<file path="src/rtl/cu_sequencer_if.sv">
// Decoder <-> sequencer bundle: step commands in, step encodings out.
interface cu_sequencer_if #(
  parameter int STATES = 40,
  parameter int OPW    = 5,
  parameter int CNTW   = 16
);
  logic              COUNTER_LD;
  logic              COUNTER_INC;
  logic              COUNTER_CLR;
  logic [OPW-1:0]    OPCODE;
  logic              STALL;
  logic [STATES-1:0] CPU_state;
  logic [5:0]        STATE_IDX;
  logic              FETCHING;
  logic              ILLEGAL_OP;
  logic              SEQ_ERR;
  logic [CNTW-1:0]   INSTR_CNT;

  modport master (
    output COUNTER_LD, COUNTER_INC, COUNTER_CLR,
    output OPCODE, STALL,
    input  CPU_state, STATE_IDX, FETCHING,
    input  ILLEGAL_OP, SEQ_ERR, INSTR_CNT
  );

  modport slave (
    input  COUNTER_LD, COUNTER_INC, COUNTER_CLR,
    input  OPCODE, STALL,
    output CPU_state, STATE_IDX, FETCHING,
    output ILLEGAL_OP, SEQ_ERR, INSTR_CNT
  );
endinterface

</file>
<file path="src/rtl/cu_sequencer.sv">
// Control-step sequencer: 6-bit micro-step counter, one-hot step vector,
// opcode dispatch, illegal-op / protocol error flags, retired count.
module cu_sequencer #(
  parameter int STATES = 40,
  parameter int OPW    = 5,
  parameter int CNTW   = 16
) (
  input  logic          clk,
  input  logic          rst_n,
  cu_sequencer_if.slave bus
);
  localparam int SW = 6;
  localparam logic [SW-1:0] LAST = SW'(STATES - 1);
  localparam logic [SW-1:0] NOP1 = SW'(3);
  localparam logic [SW-1:0] FET3 = SW'(2);

  logic [SW-1:0]     idx, idx_nxt;
  logic [STATES-1:0] onehot;
  logic              fetch;
  logic              ill, ill_nxt;
  logic              err, err_nxt;
  logic [CNTW-1:0]   cnt;
  logic              multi, ret, bad_op;

  function automatic logic [SW-1:0] start_step(
    input logic [OPW-1:0] op
  );
    logic [SW-1:0] s;
    case (int'(op))
      0:       s = 6'd3;
      1:       s = 6'd4;
      2:       s = 6'd5;
      3:       s = 6'd7;
      4:       s = 6'd9;
      5:       s = 6'd13;
      6:       s = 6'd17;
      7:       s = 6'd21;
      8:       s = 6'd22;
      9:       s = 6'd23;
      10:      s = 6'd24;
      11:      s = 6'd25;
      12:      s = 6'd26;
      13:      s = 6'd28;
      14:      s = 6'd30;
      15:      s = 6'd32;
      16:      s = 6'd34;
      17:      s = 6'd36;
      18:      s = 6'd38;
      default: s = NOP1;
    endcase
    return s;
  endfunction

  assign bad_op = int'(bus.OPCODE) > 18;
  assign multi  = (bus.COUNTER_CLR & bus.COUNTER_LD)
                | (bus.COUNTER_CLR & bus.COUNTER_INC)
                | (bus.COUNTER_LD  & bus.COUNTER_INC);

  always_comb begin
    idx_nxt = idx;
    err_nxt = err | multi;
    ill_nxt = 1'b0;
    if (bus.COUNTER_CLR) begin
      idx_nxt = '0;
    end else if (bus.COUNTER_LD) begin
      idx_nxt = start_step(bus.OPCODE);
      ill_nxt = bad_op;
      if (idx != FET3) err_nxt = 1'b1;
    end else if (bus.COUNTER_INC) begin
      if (idx == LAST) begin
        idx_nxt = '0;
        err_nxt = 1'b1;
      end else begin
        idx_nxt = idx + SW'(1);
      end
    end else if (idx == NOP1) begin
      // nop1 has no decoder command; return to fetch on our own
      idx_nxt = '0;
    end
  end

  assign ret = (idx >= NOP1) && (idx_nxt == '0);

  always_ff @(posedge clk or negedge rst_n) begin
    if (!rst_n) begin
      idx    <= '0;
      onehot <= {{(STATES-1){1'b0}}, 1'b1};
      fetch  <= 1'b1;
      ill    <= 1'b0;
      err    <= 1'b0;
      cnt    <= '0;
    end else if (!bus.STALL) begin
      idx    <= idx_nxt;
      onehot <= {{(STATES-1){1'b0}}, 1'b1} << idx_nxt;
      fetch  <= idx_nxt < NOP1;
      ill    <= ill_nxt;
      err    <= err_nxt;
      if (ret) cnt <= cnt + CNTW'(1);
    end
  end

  assign bus.STATE_IDX  = idx;
  assign bus.CPU_state  = onehot;
  assign bus.FETCHING   = fetch;
  assign bus.ILLEGAL_OP = ill;
  assign bus.SEQ_ERR    = err;
  assign bus.INSTR_CNT  = cnt;
endmodule

</file>
<file path="src/flat_wrapper.sv">
// flat-port wrapper written by rule: the top's interface ports become plain ports
module cu_sequencer_flat 
#(
  parameter int STATES = 40,
  parameter int OPW    = 5,
  parameter int CNTW   = 16
)
  (clk, rst_n, bus_COUNTER_LD, bus_COUNTER_INC, bus_COUNTER_CLR, bus_OPCODE, bus_STALL, bus_CPU_state, bus_STATE_IDX, bus_FETCHING, bus_ILLEGAL_OP, bus_SEQ_ERR, bus_INSTR_CNT);
  cu_sequencer_if #(.STATES(STATES), .OPW(OPW), .CNTW(CNTW)) bus_i ();
  input  logic clk;
  input  logic rst_n;
  input wire logic [$bits(bus_i.COUNTER_LD)-1:0] bus_COUNTER_LD;
  input wire logic [$bits(bus_i.COUNTER_INC)-1:0] bus_COUNTER_INC;
  input wire logic [$bits(bus_i.COUNTER_CLR)-1:0] bus_COUNTER_CLR;
  input wire logic [$bits(bus_i.OPCODE)-1:0] bus_OPCODE;
  input wire logic [$bits(bus_i.STALL)-1:0] bus_STALL;
  output wire logic [$bits(bus_i.CPU_state)-1:0] bus_CPU_state;
  output wire logic [$bits(bus_i.STATE_IDX)-1:0] bus_STATE_IDX;
  output wire logic [$bits(bus_i.FETCHING)-1:0] bus_FETCHING;
  output wire logic [$bits(bus_i.ILLEGAL_OP)-1:0] bus_ILLEGAL_OP;
  output wire logic [$bits(bus_i.SEQ_ERR)-1:0] bus_SEQ_ERR;
  output wire logic [$bits(bus_i.INSTR_CNT)-1:0] bus_INSTR_CNT;
  assign bus_i.COUNTER_LD = bus_COUNTER_LD;
  assign bus_i.COUNTER_INC = bus_COUNTER_INC;
  assign bus_i.COUNTER_CLR = bus_COUNTER_CLR;
  assign bus_i.OPCODE = bus_OPCODE;
  assign bus_i.STALL = bus_STALL;
  assign bus_CPU_state = bus_i.CPU_state;
  assign bus_STATE_IDX = bus_i.STATE_IDX;
  assign bus_FETCHING = bus_i.FETCHING;
  assign bus_ILLEGAL_OP = bus_i.ILLEGAL_OP;
  assign bus_SEQ_ERR = bus_i.SEQ_ERR;
  assign bus_INSTR_CNT = bus_i.INSTR_CNT;
  cu_sequencer #(.STATES(STATES), .OPW(OPW), .CNTW(CNTW)) u_core (.clk(clk), .rst_n(rst_n), .bus(bus_i));
endmodule
</file>
<file path="config.mk">
export PLATFORM = sky130hd
export DESIGN_NAME = cu_sequencer_flat
export DESIGN_NICKNAME = d
export VERILOG_FILES = /design/src/rtl/cu_sequencer_if.sv /design/src/rtl/cu_sequencer.sv /design/src/flat_wrapper.sv
export SDC_FILE = /design/constraint.sdc
export NUM_CORES = 1
export LEC_CHECK = 0
export BUFFER_PORTS_ARGS = -buffer_cell sky130_fd_sc_hd__buf_2
export CORE_ASPECT_RATIO = 1.75
export CORE_UTILIZATION = 50
export CTS_BUF_LIST = sky130_fd_sc_hd__clkbuf_4 sky130_fd_sc_hd__clkbuf_8
export DETAILED_ROUTE_END_ITERATION = 10
export HOLD_SLACK_MARGIN = 0.05
export PLACE_DENSITY = 0.78
export SYNTH_ARGS = -nofsm -noshare
export SYNTH_HDL_FRONTEND = slang
export SYNTH_SLANG_ARGS = --single-unit
</file>
<file path="constraint.sdc">
create_clock -name clk -period 2.57 [get_ports clk]
set_clock_uncertainty 0.05 [all_clocks]
set_input_delay 0.771 -clock clk [delete_from_list [all_inputs] [get_ports clk]]
set_output_delay 0.771 -clock clk [all_outputs]
set_load 0.05 [all_outputs]
</file>
# Word level (Yosys, flattened, before mapping)
# Memory sizes are Yosys's and may differ from the RTL's.
# Index checks and enable logic that the tools add are counted.
dict set report classes {
  n_addsub 2
  order_cmp 3
  eq_ne 3
  shifts 1
  mux 12
  bitwise_logic 7
  n_reduce_logical 3
}
# operator count
set op_table {}
lappend op_table {{1-bit by 6-bit << shifter with 40-bit output (first input constant)} 1}
lappend op_table {{6-bit two-way mux} 5}
lappend op_table {{16-bit by 1-bit adder with 16-bit output (second input constant)} 1}
lappend op_table {{1-bit two-way mux} 7}
lappend op_table {{6-bit by 1-bit adder with 6-bit output (second input constant)} 1}
lappend op_table {{6-bit by 2-bit equality test with 1-bit output (second input constant)} 1}
lappend op_table {{6-bit equality test (second input constant)} 1}
lappend op_table {{6-bit by 2-bit greater-or-equal comparator with 1-bit output (second input constant)} 1}
lappend op_table {{6-bit logical NOT} 1}
lappend op_table {{6-bit by 2-bit < comparator with 1-bit output (second input constant)} 1}
lappend op_table {{6-bit by 2-bit inequality test with 1-bit output (second input constant)} 1}
lappend op_table {{5-bit > comparator (second input constant)} 1}
lappend op_table {{1-bit bitwise AND} 3}
lappend op_table {{1-bit bitwise OR} 3}
lappend op_table {{2-bit AND reduction} 1}
lappend op_table {{1-bit logical AND} 1}
lappend op_table {{1-bit inverter} 1}
dict set report word_totals {
  regBits 65
  romBits 192
  n_memories 1
}
# name words word_bits read_ports rd_clocked_by_memory_dff wr line
set mem_list {}
lappend mem_list {{(name not given)} 32 6 1 0 0 cu_sequencer.sv:29} ;# case (int'(op))

# Longest topological paths before layout
dict set report logic_depth {
  word_depth 8
  depth_mapped 10
  depth_no_buf 9
}

# Worst setup path after synthesis
# OpenSTA, ideal clock, no wires.
dict set report synth_timing {
  kind {reg2reg}
  start {register u_core.idx[1], in the netlist u_core.bus.STATE_IDX[1]}
  end {register u_core.cnt[1], in the netlist u_core.bus.INSTR_CNT[1]}
  setup_ns 0.125
  t_arrival_ns 2.678
  slack_ns -0.283
  stages_incl_launch_ff 9
  path_buffers 1
  path_cell_list {dfrtp_1 ha_1 clkbuf_1 nand4_1 a311o_1 a32oi_4 nand4_4 nor2_1 mux2_2}
}
dict set report synth_between {
  elab_chain_cells 8
  elab_cells_between_ends 12
}
# item line
set synth_rtl {}
lappend synth_rtl {{start: declaration} cu_sequencer.sv:17} ;# logic [SW-1:0] idx, idx_nxt;
lappend synth_rtl {{start signal: assignment} cu_sequencer.sv:93} ;# idx <= idx_nxt;
lappend synth_rtl {{6-bit by 1-bit adder with 6-bit output (tied with other cells)} cu_sequencer.sv:74} ;# idx_nxt = idx + SW'(1);
lappend synth_rtl {{6-bit two-way mux, on equally long branches} {cu_sequencer.sv:70, cu_sequencer.sv:76}}
lappend synth_rtl {{6-bit two-way mux} cu_sequencer.sv:69} ;# end else if (bus.COUNTER_INC) begin
lappend synth_rtl {{6-bit two-way mux} cu_sequencer.sv:65} ;# end else if (bus.COUNTER_LD) begin
lappend synth_rtl {{6-bit two-way mux} cu_sequencer.sv:63} ;# if (bus.COUNTER_CLR) begin
lappend synth_rtl {{6-bit logical NOT} cu_sequencer.sv:82} ;# assign ret = (idx >= NOP1) && (idx_nxt == '0);
lappend synth_rtl {{1-bit logical AND *} cu_sequencer.sv:82}
lappend synth_rtl {{2-bit AND reduction (no source line) *} --}
lappend synth_rtl {{end signal: assignment} cu_sequencer.sv:98} ;# if (ret) cnt <= cnt + CNTW'(1);
lappend synth_rtl {{end: declaration} cu_sequencer.sv:22} ;# logic [CNTW-1:0] cnt;
# Every way passes the cells marked *; elsewhere a longest branch is shown, timed or not.
# A chain may end at the register's enable or synchronous reset.

# Worst setup path after layout
dict set report layout_timing {
  start {register u_core.idx[4], in the netlist u_core.bus.STATE_IDX[4]}
  end {register u_core.cnt[1], in the netlist u_core.bus.INSTR_CNT[1]}
}
# Same word-level chain as after synthesis.

==> run metrics <==
status=complete, but fails checks; failing checks=setup timing; IO Count=76; Max-Cap Viols=0; RSZ-0062 raised after global routing=yes; antenna-violating nets left=0; largest net degree at the start of global routing=between 50 and 60; async set or reset register ratio after synthesis=100%; Slew Viols, Final=0; post-synth design cell area=approximately 3200 sq um; WP data arrival=around 2.8 ns; synthesized area per cell=~11 sq um; Yosys cell types=53; Cell Rows=38; CP Launch Type=flip-flop; gr usage total=between 20% and 30%; global placement routability congestion=0.921; drt pass-1 iters=4; H-tree depth=3; TritonCTS clock tree=yes; FILL cells=between 400 and 500; Mapped Nets=~320; count leader, synth=dfrtp_1; clock tree sinks=65; vias in the first global route=~3.1k; core area=around 6200 sq um; PwrDens=614 nW/um^2; vias=between 3k and 4k; root buf cell=clkbuf_8; Synth top area share=49.0%; CP max FO=7; DR iter-0 viols=roughly 150; CTS Buf Count=9; area post-placement=between 4000 and 5000 sq um; clk_lat worst skew=between 0.3 and 0.4 ns; fmax=between 0.3 and 0.4 GHz; port bufs=75; Remaining Overflow, GRT=0; Die Height=approximately 110 microns; Mapped Cells=a little over 300; register area share after synthesis=between 50% and 60%; post-layout power=2.83 mW; Tmin final=about 2.6 ns; share of layout cells above drive strength 1=a little under half; Total Nets Final=~470; Initial Util=between 50% and 60%; post-route setup slack=-0.0147 ns; vias per inst=5.68; first-pass GRT wire length=15.0 mm; Yosys reg bits=65; ant diodes=0; top cells by count, synth=63 x dfrtp_1, 42 x nand2_1, 24 x o21ai_0; final setup fails=5; wire length per cell=about 17 microns; worst vdd ir=between 0.0005 and 0.0006 V; yosys warns=0; hold_buf cts=0; leading area contributor after synthesis=dfrtp_1; Static Leak=~2.4 nW; fin crit share=101%; top_reg_cell synth=dfrtp_1; final wirelength=~9.3 mm; Post-synth EDFFs=0; CTS clk-pin slew, worst paths=0.08 ns; Design Area, Final=4600 sq um; Worst Path Required=about 2.8 ns; Setup Crit Path Kind=reg2reg; Hold Path Class=in2async; clock tree buffer depth=2; Rel. slew slack=between 60% and 70%; top post-synthesis cells by area=dfrtp_1 49%, a22o_1 5.7%, nand2_1 4.9%; die area=~6800 sq um; DP HPWL=6.44 mm; initial antenna violation count=0; Final Hold Viols=0; floorplan die width=62.7 microns; DRC viols=0; area grow syn2layout=42.9%; Crit. End Element=flip-flop; worst slew pin tran=approximately 0.57 ns
stage by stage:
stage / setup TNS (ns) / cells / setup WS (ns) / utilization [%] / hold slack (ns)
6_report: -0.0362 / 532 / -0.0147 / 73.9 / 0.367
5_1_grt: -1.05 / 532 / -0.121 / 73.9 / 0.409
4_1_cts: 0 / 528 / 0.00247 / 72.0 / 0.373
3_5_place_dp: -20.61 / 507 / -0.463 / 66.9 / 0.409
3_3_place_gp: -18.12 / 507 / -0.400 / 66.9 / 0.402
2_1_floorplan: -1.47 / 305 / -0.135 / - / 0.425
layout by cell type (no fill, tap or decap), types with 4 or more instances in the layout:
cell type	count
xor2_1	14
nand2_1	42
a22o_1	21
nor2b_1	4
nor2_1	9
inv_1	6
dfrtp_1	60
buf_4	67
a21oi_1	4
nor3b_2	4
buf_6	6
nand3_1	7
nor3_4	4
o21ai_1	6
buf_2	73
nand2b_1	7
ha_1	6
and3_1	4
clkbuf_8	10
o21ai_0	18
what timing repair did:
action,in CTS,in global routing
gates resized for setup,15,22
cloned,1,0
endpoints found under the hold margin,0,0
setup endpoints to repair,37,46
pin swaps,8,23
setup buffers,5,4
cells by family after synthesis:
| family | Yosys count | share of synthesized area (%) |
|---|---|---|
| AND/OR/NAND/NOR | 114 | 20.6 |
| AO/OA/AOI/OAI | 75 | 17.2 |
| flip-flops | 65 | 50.6 |
| buffers and inverters | 24 | 3.15 |
| XOR/XNOR | 16 | 4.35 |
| adder cells (fa/ha/maj) | 8 | 3.11 |
| multiplexers | 3 | 1.01 |
power by group:
part	total, mW	leakage [nW]	switching, mW	internal (mW)
logic	0.795	1.41	0.526	0.268
clock network	0.870	0.0993	0.381	0.489
registers	1.16	0.866	0.0698	1.09
critical path: stages, from the launching register on:
cell     delay (ns)
dfrtp_2        0.45
nor4_4         0.37
nand2_1        0.12
a211o_1        0.33
a32oi_4        0.36
nand4_4        0.27
nor2_4         0.17
mux2_2         0.34
state kept, by name, indices dropped and copies added (netlist names):
signal                 flops
u_core.bus.INSTR_CNT      16
u_core.bus.ILLEGAL_OP      1
u_core.bus.CPU_state      40
u_core.bus.FETCHING        1
u_core.bus.STATE_IDX       6
u_core.bus.SEQ_ERR         1
final cells by class:
class                           instances  area (sq um)  area share, %
Multi-Input combinational cell        217          1670           36.3
Sequential cell                        65          1630           35.5
Timing Repair Buffer                  147           956           20.8
Clock buffer                           12           153           3.32
Tap cell                               80           100           2.18
Inverter                                8          47.5           1.03
Clock inverter                          3          42.5          0.925
routing by layer:
layer / GRT usage, % / vias up / wire length, microns
met5: 0 / - / 0
met1: 32.0 / 1495 / 3480
met4: 16.1 / 0 / 269
li1: - / 1393 / -
met3: 4.85 / 29 / 436
met2: 52.3 / 103 / 5100
worst paths after layout:
check | to | cells past startpoint | start | slack [ns]
worst min-delay path | u_core.bus.CPU_state[15] | 1 | rst_n | 0.37
max in group asynchronous | u_core.bus.FETCHING | 2 | rst_n | 1.42
worst max register to register | u_core.bus.INSTR_CNT[1] | 7 | u_core.bus.STATE_IDX[4] | -0.01
worst min register to register | u_core.bus.SEQ_ERR | 1 | u_core.bus.SEQ_ERR | 0.42
min in group clk | u_core.bus.SEQ_ERR | 1 | u_core.bus.SEQ_ERR | 0.42
worst max-delay path | u_core.bus.INSTR_CNT[1] | 7 | u_core.bus.STATE_IDX[4] | -0.01
Note: power is estimated with default switching activity, not from simulation.
